==> config.mk <==
export PLATFORM = sky130hd
export DESIGN_NAME = clock_set_ctrl
export DESIGN_NICKNAME = d
export VERILOG_FILES = /design/src/rtl/clock_set_ctrl.sv
export SDC_FILE = /design/constraint.sdc
export NUM_CORES = 1
export LEC_CHECK = 0
export BUFFER_PORTS_ARGS = -buffer_cell sky130_fd_sc_hd__buf_2
export CORE_MARGIN = 1
export CORE_UTILIZATION = 62
export DETAILED_ROUTE_END_ITERATION = 10
export PLACE_DENSITY_LB_ADDON = 0.15
export SYNTH_ARGS = -nofsm -noshare
export SYNTH_HDL_FRONTEND = slang
export SYNTH_SLANG_ARGS = --single-unit
==> constraint.sdc <==
create_clock -name clk -period 4.05 [get_ports clk]
set_clock_uncertainty 0.15 [all_clocks]
set_input_delay 0.81 -clock clk [delete_from_list [all_inputs] [get_ports clk]]
set_output_delay 0.81 -clock clk [all_outputs]
set_load 0.05 [all_outputs]
==> src/rtl/clock_set_ctrl.sv <==
`default_nettype none
// ============================================================================
// clock_set_ctrl : front-panel button conditioning and edit-mode controller
//                  for the clock/calendar counter.
// Revision 1.0
// ============================================================================
module clock_set_ctrl #(
    parameter logic [19:0] DEBOUNCE_CYCLES = 20'd999_999,
    parameter logic [24:0] BLINK_HALF      = 25'd12_499_999,
    parameter logic [25:0] REPEAT_DELAY    = 26'd24_999_999,
    parameter logic [22:0] REPEAT_PERIOD   = 23'd4_999_999,
    parameter logic [3:0]  TIMEOUT_S       = 4'd10
) (
    input  logic       clk,
    input  logic       rst_n,
    input  logic       i_butt_change,
    input  logic       i_butt_increase,
    input  logic       i_butt_decrease,
    input  logic       i_sw_mode,
    input  logic       i_tick_1s,
    output logic       o_edit_active,
    output logic [2:0] o_field_sel,
    output logic       o_inc_pulse,
    output logic       o_dec_pulse,
    output logic [7:0] o_blank_mask
);

    localparam logic [1:0] c_ST_RUN = 2'd0;
    localparam logic [1:0] c_ST_F0  = 2'd1;
    localparam logic [1:0] c_ST_F1  = 2'd2;
    localparam logic [1:0] c_ST_F2  = 2'd3;

    // Button index: 0 change, 1 increase, 2 decrease.
    logic [2:0]  w_raw_n;
    logic [2:0]  w_acc;
    logic [2:0]  w_press;
    logic [1:0]  w_cmd;
    logic        w_both;

    logic [1:0]  r_state;
    logic [1:0]  w_state_nxt;
    logic        r_mode_s1, r_mode_s2, r_mode_s3;
    logic        w_mode_chg;
    logic [3:0]  r_sec;
    logic [24:0] r_blink_cnt;
    logic        r_blink_off;
    logic        w_edit, w_edit_nxt, w_timeout, w_cmd_ok, w_inc_go, w_dec_go;
    logic        w_blink_clr, w_blink_wrap, w_blink_off_nxt;
    logic [2:0]  w_field_nxt;
    logic [7:0]  w_mask_nxt;

    assign w_raw_n = {i_butt_decrease, i_butt_increase, i_butt_change};
    assign w_both  = w_acc[1] & w_acc[2];

    for (genvar gi = 0; gi < 3; gi++) begin : g_btn
        logic        r_s1, r_s2, r_lvl, r_evt;
        logic [19:0] r_cnt;
        always_ff @(posedge clk or negedge rst_n) begin
            if (!rst_n) begin
                r_s1  <= 1'b0;
                r_s2  <= 1'b0;
                r_lvl <= 1'b0;
                r_evt <= 1'b0;
                r_cnt <= '0;
            end else begin
                r_s1  <= ~w_raw_n[gi];
                r_s2  <= r_s1;
                r_evt <= 1'b0;
                if (r_s2 == r_lvl) begin
                    r_cnt <= '0;
                end else if (r_cnt == DEBOUNCE_CYCLES) begin
                    r_cnt <= '0;
                    r_lvl <= r_s2;
                    r_evt <= r_s2;
                end else begin
                    r_cnt <= r_cnt + 20'd1;
                end
            end
        end
        assign w_acc[gi]   = r_lvl;
        assign w_press[gi] = r_evt;
    end

    // Lock keeps a button held across a change press from acting on the new field.
    for (genvar gi = 0; gi < 2; gi++) begin : g_rep
        localparam int c_B = gi + 1;
        logic        r_lock, r_per, r_rep;
        logic [25:0] r_hold;
        logic [25:0] w_limit;
        assign w_limit = r_per ? {3'b000, REPEAT_PERIOD} : REPEAT_DELAY;
        always_ff @(posedge clk or negedge rst_n) begin
            if (!rst_n) begin
                r_lock <= 1'b0;
                r_per  <= 1'b0;
                r_rep  <= 1'b0;
                r_hold <= '0;
            end else begin
                if (!w_acc[c_B])
                    r_lock <= 1'b0;
                else if (w_press[0])
                    r_lock <= 1'b1;
                if (!w_acc[c_B] || w_both || r_lock || w_press[0]) begin
                    r_hold <= '0;
                    r_per  <= 1'b0;
                    r_rep  <= 1'b0;
                end else if (r_hold + 26'd1 == w_limit) begin
                    r_hold <= '0;
                    r_per  <= 1'b1;
                    r_rep  <= 1'b1;
                end else begin
                    r_hold <= r_hold + 26'd1;
                    r_rep  <= 1'b0;
                end
            end
        end
        assign w_cmd[gi] = (w_press[c_B] | r_rep) & ~w_both & ~r_lock;
    end

    always_ff @(posedge clk or negedge rst_n) begin
        if (!rst_n) begin
            r_mode_s1 <= 1'b0;
            r_mode_s2 <= 1'b0;
            r_mode_s3 <= 1'b0;
        end else begin
            r_mode_s1 <= i_sw_mode;
            r_mode_s2 <= r_mode_s1;
            r_mode_s3 <= r_mode_s2;
        end
    end

    assign w_mode_chg = r_mode_s2 ^ r_mode_s3;
    assign w_edit     = (r_state != c_ST_RUN);
    assign w_timeout  = w_edit & i_tick_1s & (r_sec + 4'd1 == TIMEOUT_S);
    assign w_cmd_ok   = w_edit & ~w_mode_chg & ~w_timeout & ~w_press[0];
    assign w_inc_go   = w_cmd_ok & w_cmd[0];
    assign w_dec_go   = w_cmd_ok & w_cmd[1];

    always_ff @(posedge clk or negedge rst_n) begin
        if (!rst_n) begin
            r_state       <= c_ST_RUN;
            o_edit_active <= 1'b0;
            o_field_sel   <= 3'd0;
            o_inc_pulse   <= 1'b0;
            o_dec_pulse   <= 1'b0;
            o_blank_mask  <= 8'h00;
        end else begin
            r_state       <= w_state_nxt;
            o_edit_active <= w_edit_nxt;
            o_field_sel   <= w_field_nxt;
            o_inc_pulse   <= w_inc_go;
            o_dec_pulse   <= w_dec_go;
            o_blank_mask  <= w_mask_nxt;
        end
    end

    always_comb begin
        w_state_nxt = r_state;
        if (w_edit && w_mode_chg)
            w_state_nxt = c_ST_RUN;
        else if (w_timeout)
            w_state_nxt = c_ST_RUN;
        else if (w_press[0])
            w_state_nxt = (r_state == c_ST_F2) ? c_ST_RUN : r_state + 2'd1;
    end

    assign w_edit_nxt      = (w_state_nxt != c_ST_RUN);
    assign w_blink_clr     = w_edit_nxt & ((w_state_nxt != r_state) | w_inc_go | w_dec_go);
    assign w_blink_wrap    = (r_blink_cnt == BLINK_HALF - 25'd1);
    assign w_blink_off_nxt = w_blink_clr ? 1'b0 : (w_blink_wrap ? ~r_blink_off : r_blink_off);

    always_ff @(posedge clk or negedge rst_n) begin
        if (!rst_n) begin
            r_blink_cnt <= '0;
            r_blink_off <= 1'b0;
            r_sec       <= '0;
        end else begin
            r_blink_off <= w_blink_off_nxt;
            if (w_blink_clr || w_blink_wrap)
                r_blink_cnt <= '0;
            else
                r_blink_cnt <= r_blink_cnt + 25'd1;
            if (!w_edit_nxt || (|w_press))
                r_sec <= '0;
            else if (w_edit && i_tick_1s)
                r_sec <= r_sec + 4'd1;
        end
    end

    always_comb begin
        case (w_state_nxt)
            c_ST_F0: w_field_nxt = r_mode_s2 ? 3'd4 : 3'd1;
            c_ST_F1: w_field_nxt = r_mode_s2 ? 3'd5 : 3'd2;
            c_ST_F2: w_field_nxt = r_mode_s2 ? 3'd6 : 3'd3;
            default: w_field_nxt = 3'd0;
        endcase
        w_mask_nxt = 8'h00;
        if (w_blink_off_nxt) begin
            case (w_field_nxt)
                3'd1, 3'd4: w_mask_nxt = 8'hC0;
                3'd2, 3'd5: w_mask_nxt = 8'h30;
                3'd3:       w_mask_nxt = 8'h0C;
                3'd6:       w_mask_nxt = 8'h0F;
                default:    w_mask_nxt = 8'h00;
            endcase
        end
    end

endmodule
`default_nettype wire

==> results.yml, run 1 <==
synthesis:
  synth-seq-cells: 175
  ys_top_cells_by_area: "dfrtp_1, xor2_1, nor2_1, xnor2_1, nand3_1"
  synthesis.area_mm2: 0.00892
  synth_top_cell_area_share_pct: 49.1
  synth_top_area_cell: "dfrtp_1"
  synth_flop_cell: "dfrtp_1"
  async_flop_share_pct: 100
  syn_inst: 940
  synth_cell_types: 63
  synth_area_per_cell_um2: 9.49
  synth-seq-area-share_pct: 49.1
  syn_nets: 959
  synth_edf_count: 0
  ys_warn_count: 0
cts:
  cts_hold_buffers: 0
  cts.clk_slew.worst_paths_ns: 0.06
  htree_levels: 4
  numCtsBuffers: 17
  clock_latency_ns: 0.43
  cts_resized: 0
  cts_sinks: 175
  cts_setup_buffers: 0
  cts_tree: "yes"
  ctsLongestPathBuffers: 2
  root_buffer: "clkbuf_16"
floorplanning:
  ios: 21
  core_mm2: 0.0139
  die_h_um: 122
  rows: 43
  die_w_um: 122
  start_util_pct: 64.0
  dieArea_mm2: 0.0149
worst_setup_path:
  end_kind: "flip-flop"
  cp_max_fo: 20
  required_ns: 4.17
  r2r_cells: 9
  path_class: "flip-flop to flip-flop"
  crit_arrival_ns: 3.56
  crit_path_start: "g_rep[0].r_hold[0]"
  regToRegStartpoint: "g_rep[0].r_hold[0]"
  crit_path_start_kind: "flip-flop"
power:
  vdd_drop_max_v: 0.000335
  p_switching_mw: 0.743
  combPwrFrac_pct: 1.9
  power_density_mw_per_mm2: 349
  p_int_mw: 2.64
  sw_frac_of_total_pct: 22.0
  seqPwrFrac_pct: 52.4
  p_clk_share_pct: 45.7
  p_leak_nw: 4.05
detailed_routing:
  first_pass_iters: 6
  routedWlPerCell_um: 15.6
  drt_iter0_markers: 479
  viasPerCell: 5.95
  routed_wirelength_um: 17700
  post-route-drc-count: 0
  drtAntennaViolNets: 0
  num_vias: 6773
global_route:
  grt_pass1_wl_um: 30300
  grt_pass1_vias: 6575
  grt_max_degree: 87
  antenna_found_initial: 0
  grt_use_total_pct: 26.0
  overflow: 0
timing:
  rsz0062_at_grt: "no"
  hold_ws_ns: 0.200
  hold_viol_final: 0
  fmax_mhz: 291
  fin_crit_sh_pct: 84.9
  slew_violations: 0
  setup_viol: 0
  slew-limit-headroom_pct: 26.2
  fin_tns_setup_ns: 0
  tightest_slew_ns: 1.09
  period_needed_ns: 3.44
worst_hold_path:
  min_path_type: "flip-flop to flip-flop"
  hp-start: "g_btn[0].r_s1"
  whs_path_depth: 0
placed_design:
  place_area_mm2: 0.00912
  port_buffers: 20
  place_congestion: 0.875
  dp.cells: 1107
  dpl.hpwl_um: 12200
layout:
  stdcell_count: 1138
  utilization_pct: 69.4
  area_delta_synth_final_pct: 8.44
  drive_gt1_share_pct: 6.68
  final_cell_area_mm2: 0.00968
  final_cell_mix: "dfrtp_1, nor2_1, xor2_1"
  nets: 965
  layout_commonest_cell: "dfrtp_1"
  n_antenna_cell: 0
job:
  cap_viol_max_count: 0
run_status:
  status: "completed"
## metal layers
metal | vias to the layer above | part of all wire [%] | global-route usage, %
met1 | 3330 | 45 | 32.9
met2 | 140 | 50 | 43.1
met4 | 0 | 1.8 | 10.4
met5 | - | 0 | 0
met3 | 29 | 3.6 | 5.81
li1 | 3274 | - | -
## sequential cells by signal, indices dropped and copies added (netlist names), 4 cells and up
register	count
g_rep.r_hold	52
r_sec	4
r_blink_cnt	25
o_blank_mask	4
g_btn.r_cnt	60
## area by class of cell
class | instances | area (um2)
Inverter | 26 | 97.6
Timing Repair Buffer | 25 | 156
Clock buffer | 19 | 443
Clock inverter | 12 | 111
Multi-Input combinational cell | 701 | 4260
Tap cell | 180 | 225
Sequential cell | 175 | 4380
Fill cell | 1087 | 4260
## stage by stage
| stage | power, mW | worst slack [ns] |
|---|---|---|
| detailed placement | 1.87 | 0.674 |
| CTS | 3.41 | 0.655 |
| global route | 3.49 | 0.358 |
| floorplan | 1.82 | 1.25 |
| finish | 3.38 | 0.612 |
| global placement | 1.87 | 0.810 |
## cells by family after synthesis
| kind of cell | synth area share (%) |
|---|---|
| flip-flops | 49.1 |
| AO/OA/AOI/OAI | 5.88 |
| AND/OR/NAND/NOR | 27.0 |
| multiplexers | 0.715 |
| buffers and inverters | 3.14 |
| adder cells (fa/ha/maj) | 1.68 |
| XOR/XNOR | 12.5 |
## synthesized netlist by cell type (12+ instances only)
master / number
o21ai_0: 16
nor3_1: 48
nor4_1: 18
xor2_1: 74
nand3_1: 69
a21oi_1: 12
nand4_1: 31
ha_1: 12
clkbuf_1: 23
dfrtp_1: 175
nor2_1: 147
inv_1: 26
xnor2_1: 53
nand2_1: 73
and3_1: 18
## power groups by stage
| stage | clock, mW | sequential, mW | combinational, mW |
|---|---|---|---|
| 3_3_place_gp | 0 | 1.80 | 0.0651 |
| 3_5_place_dp | 0 | 1.80 | 0.0684 |
| 2_1_floorplan | 0 | 1.80 | 0.0209 |
| 6_report | 1.54 | 1.77 | 0.0649 |
| 5_1_grt | 1.64 | 1.77 | 0.0771 |
| 4_1_cts | 1.58 | 1.77 | 0.0684 |
## final timing paths
path	endpoint	slack [ns]
worst max-delay path	g_rep[0].r_hold[19]	0.61
worst min-delay path	g_btn[0].r_s2	0.20
worst max register to register	g_rep[0].r_hold[19]	0.61
worst min register to register	g_btn[0].r_s2	0.20
max in group asynchronous	g_rep[0].r_hold[6]	2.50
min in group asynchronous	g_btn[2].r_cnt[11]	0.27
## worst max-delay path, stage by stage, from the launching register on
cell	delay, ns
dfrtp_1	0.45
ha_1	0.41
nand3_1	0.21
or2_1	0.37
or4_1	0.53
a222oi_1	0.44
nand4b_1	0.15
a21boi_1	0.19
buf_4	0.28
nor3_1	0.10
Note: power is estimated with default switching activity, not from simulation.
==> inputs of run 2 (changes only) <==
--- a/config.mk
+++ b/config.mk
@@ -7,7 +7,7 @@
 export LEC_CHECK = 0
 export BUFFER_PORTS_ARGS = -buffer_cell sky130_fd_sc_hd__buf_2
 export CORE_MARGIN = 1
-export CORE_UTILIZATION = 62
+export CORE_UTILIZATION = 57
 export DETAILED_ROUTE_END_ITERATION = 10
 export PLACE_DENSITY_LB_ADDON = 0.15
 export SYNTH_ARGS = -nofsm -noshare
==> constraint.sdc (replaced) <==
create_clock -name clk -period 2.98 [get_ports clk]
set_clock_uncertainty 0.15 [all_clocks]
set_input_delay 0.596 -clock clk [delete_from_list [all_inputs] [get_ports clk]]
set_output_delay 0.596 -clock clk [all_outputs]
set_load 0.05 [all_outputs]
==> run 2 against run 1 <==
Fmax is 22% higher. Critical path depth is 1 lower. Worst setup slack worse by 0.45 ns. Cell count is 5.5% higher. Count of clock-buffer cells in the layout is 2 lower. Sequential power is 36% higher.
==> results.yml, run 2 (synthesis results as in run 1) <==
global_route:
  overflow: 0
  grt_pass1_wl_um: 30500
  grt_max_degree: 61
  grt_pass1_vias: 6525
  grt_use_total_pct: 23.4
  antenna_found_initial: 0
worst_setup_path:
  critPathTopFamily: "simple AND/OR/NAND/NOR gates"
  crit_arrival_ns: 2.96
  cp_num_buf_inv: 1
  required_ns: 3.13
  slowest_stage: "nor4_1"
  regToRegStartpoint: "g_rep[1].r_hold[11]"
  crit_top_cell: "nor4_1"
  reg2reg_to: "g_rep[1].r_hold[12]"
  path_depth: 8
  crit_path_start: "g_rep[1].r_hold[11]"
  path_class: "flip-flop to flip-flop"
  cp_max_fo: 8
  path_cells: "and4_1 > nand3_1 > nor4_1 > xnor2_1 > nor4_1 > o211a_1 > buf_4 > nor3_1"
  r2r_cells: 8
  end_kind: "flip-flop"
  rrSetupSlack_ns: 0.16
  setup.worst_path.end: "g_rep[1].r_hold[12]"
  max_stage_delay_ns: 0.43
  crit_path_start_kind: "flip-flop"
cts:
  htree_levels: 4
  numCtsBuffers: 17
  cts_tree: "yes"
  ctsLongestPathBuffers: 2
  clock_latency_ns: 0.43
  cts_sinks: 175
  cts.clk_slew.worst_paths_ns: 0.07
  root_buffer: "clkbuf_16"
layout:
  final_cell_mix: "dfrtp_1, nor2_1, xor2_1"
  reg_top3: "g_btn.r_cnt: 60 flops, g_rep.r_hold: 52 flops, r_blink_cnt: 25 flops"
  fill_cells: 1213
  multi_input_comb_area_mm2: 0.00431
  n_antenna_cell: 0
  regMostFlops: "g_btn.r_cnt"
  ff_latch_area_mm2: 0.00438
  largest_reg_flops: 60
  layout_commonest_cell: "dfrtp_1"
  nets: 996
  final_cell_area_mm2: 0.0100
  area_delta_synth_final_pct: 12.5
  drive_gt1_share_pct: 10.6
timing:
  fin_tns_setup_ns: 0
  slew_violations: 0
  fin_crit_sh_pct: 94.5
  setup_viol: 0
  hold_ws_ns: 0.125
  tightest_slew_ns: 0.838
  period_needed_ns: 2.82
  fmax_mhz: 355
  slew-limit-headroom_pct: 44.1
  hold_viol_final: 0
detailed_routing:
  drt_iter0_markers: 492
  first_pass_iters: 4
  viasPerCell: 5.66
  routed_wirelength_um: 17500
  routedWlPerCell_um: 14.6
  post-route-drc-count: 0
  drtAntennaViolNets: 0
  num_vias: 6798
floorplanning:
  die_w_um: 127
  dieArea_mm2: 0.0162
  core_mm2: 0.0153
  ios: 21
  rows: 45
  start_util_pct: 58.5
  die_h_um: 127
placed_design:
  place_area_mm2: 0.00939
  dpl.hpwl_um: 11800
  place_congestion: 0.864
  port_buffers: 20
power:
  power_density_mw_per_mm2: 470
  p_leak_nw: 4.23
  vdd_drop_max_v: 0.000418
run_status:
  status: "completed"
worst_hold_path:
  min_path_type: "input port to flip-flop"
job:
  cap_viol_max_count: 0
run 2: cell count changes in the layout (fill, tap and decap cells not counted), sizes merged:
| cell | change |
|---|---|
| inv | +7 |
| clkbuf | -2 |
| dlygate4sd3 | +1 |
| clkinv | -4 |
| buf | +30 |
run 2: report_power, final:
group          internal [mW]  total [mW]  leakage (nW)  switching (mW)
Sequential              2.39        2.40          2.36          0.0142
Combinational         0.0242      0.0934          1.58          0.0692
Clock                   1.20        2.22         0.283            1.03
run 2: worst min-delay path by stage:
stage                  start                end  slack, ns  cells past startpoint
2_1_floorplan          rst_n  g_btn[0].r_cnt[0]       0.15                      0
6_report           i_sw_mode          r_mode_s1       0.12                      1
4_1_cts            i_sw_mode          r_mode_s1       0.11                      1
5_1_grt            i_sw_mode          r_mode_s1       0.11                      1
3_5_place_dp       r_mode_s1          r_mode_s2       0.18                      0
3_3_place_gp   g_btn[0].r_s1      g_btn[0].r_s2       0.18                      0
run 2: timing repair:
item	in CTS	in global routing
gates resized for setup	0	9
setup buffers	0	1
hold buffers	1	0
hold endpoints to repair	9	0
setup endpoints to repair	0	35
run 2: final cells by class:
class / instances / share of cell area (%)
tap: 211 / 2.63
clock inverter: 15 / 1.63
sequential: 175 / 43.7
timing repair buffer: 56 / 3.94
inverter: 26 / 0.973
clock buffer: 17 / 4.24
multi-input combinational: 701 / 42.9
run 2: per-layer routing:
layer	vias up	track usage, %	share of wire (%)
li1	3356	-	-
met1	3281	33.0	49
met2	147	37.0	46
met3	14	4.56	3.7
met4	0	6.93	0.98
met5	-	0	0
run 2: stage by stage:
step	power [mW]	setup WS (ns)	cells	util, %
after CTS	4.77	0.125	1200	65.4
after floorplan	2.48	0.183	940	-
after detailed placement	2.55	0.168	1167	61.5
after global placement	2.54	0.128	1167	61.5
final	4.72	0.165	1201	65.8
after global routing	4.88	-0.00270	1201	65.8
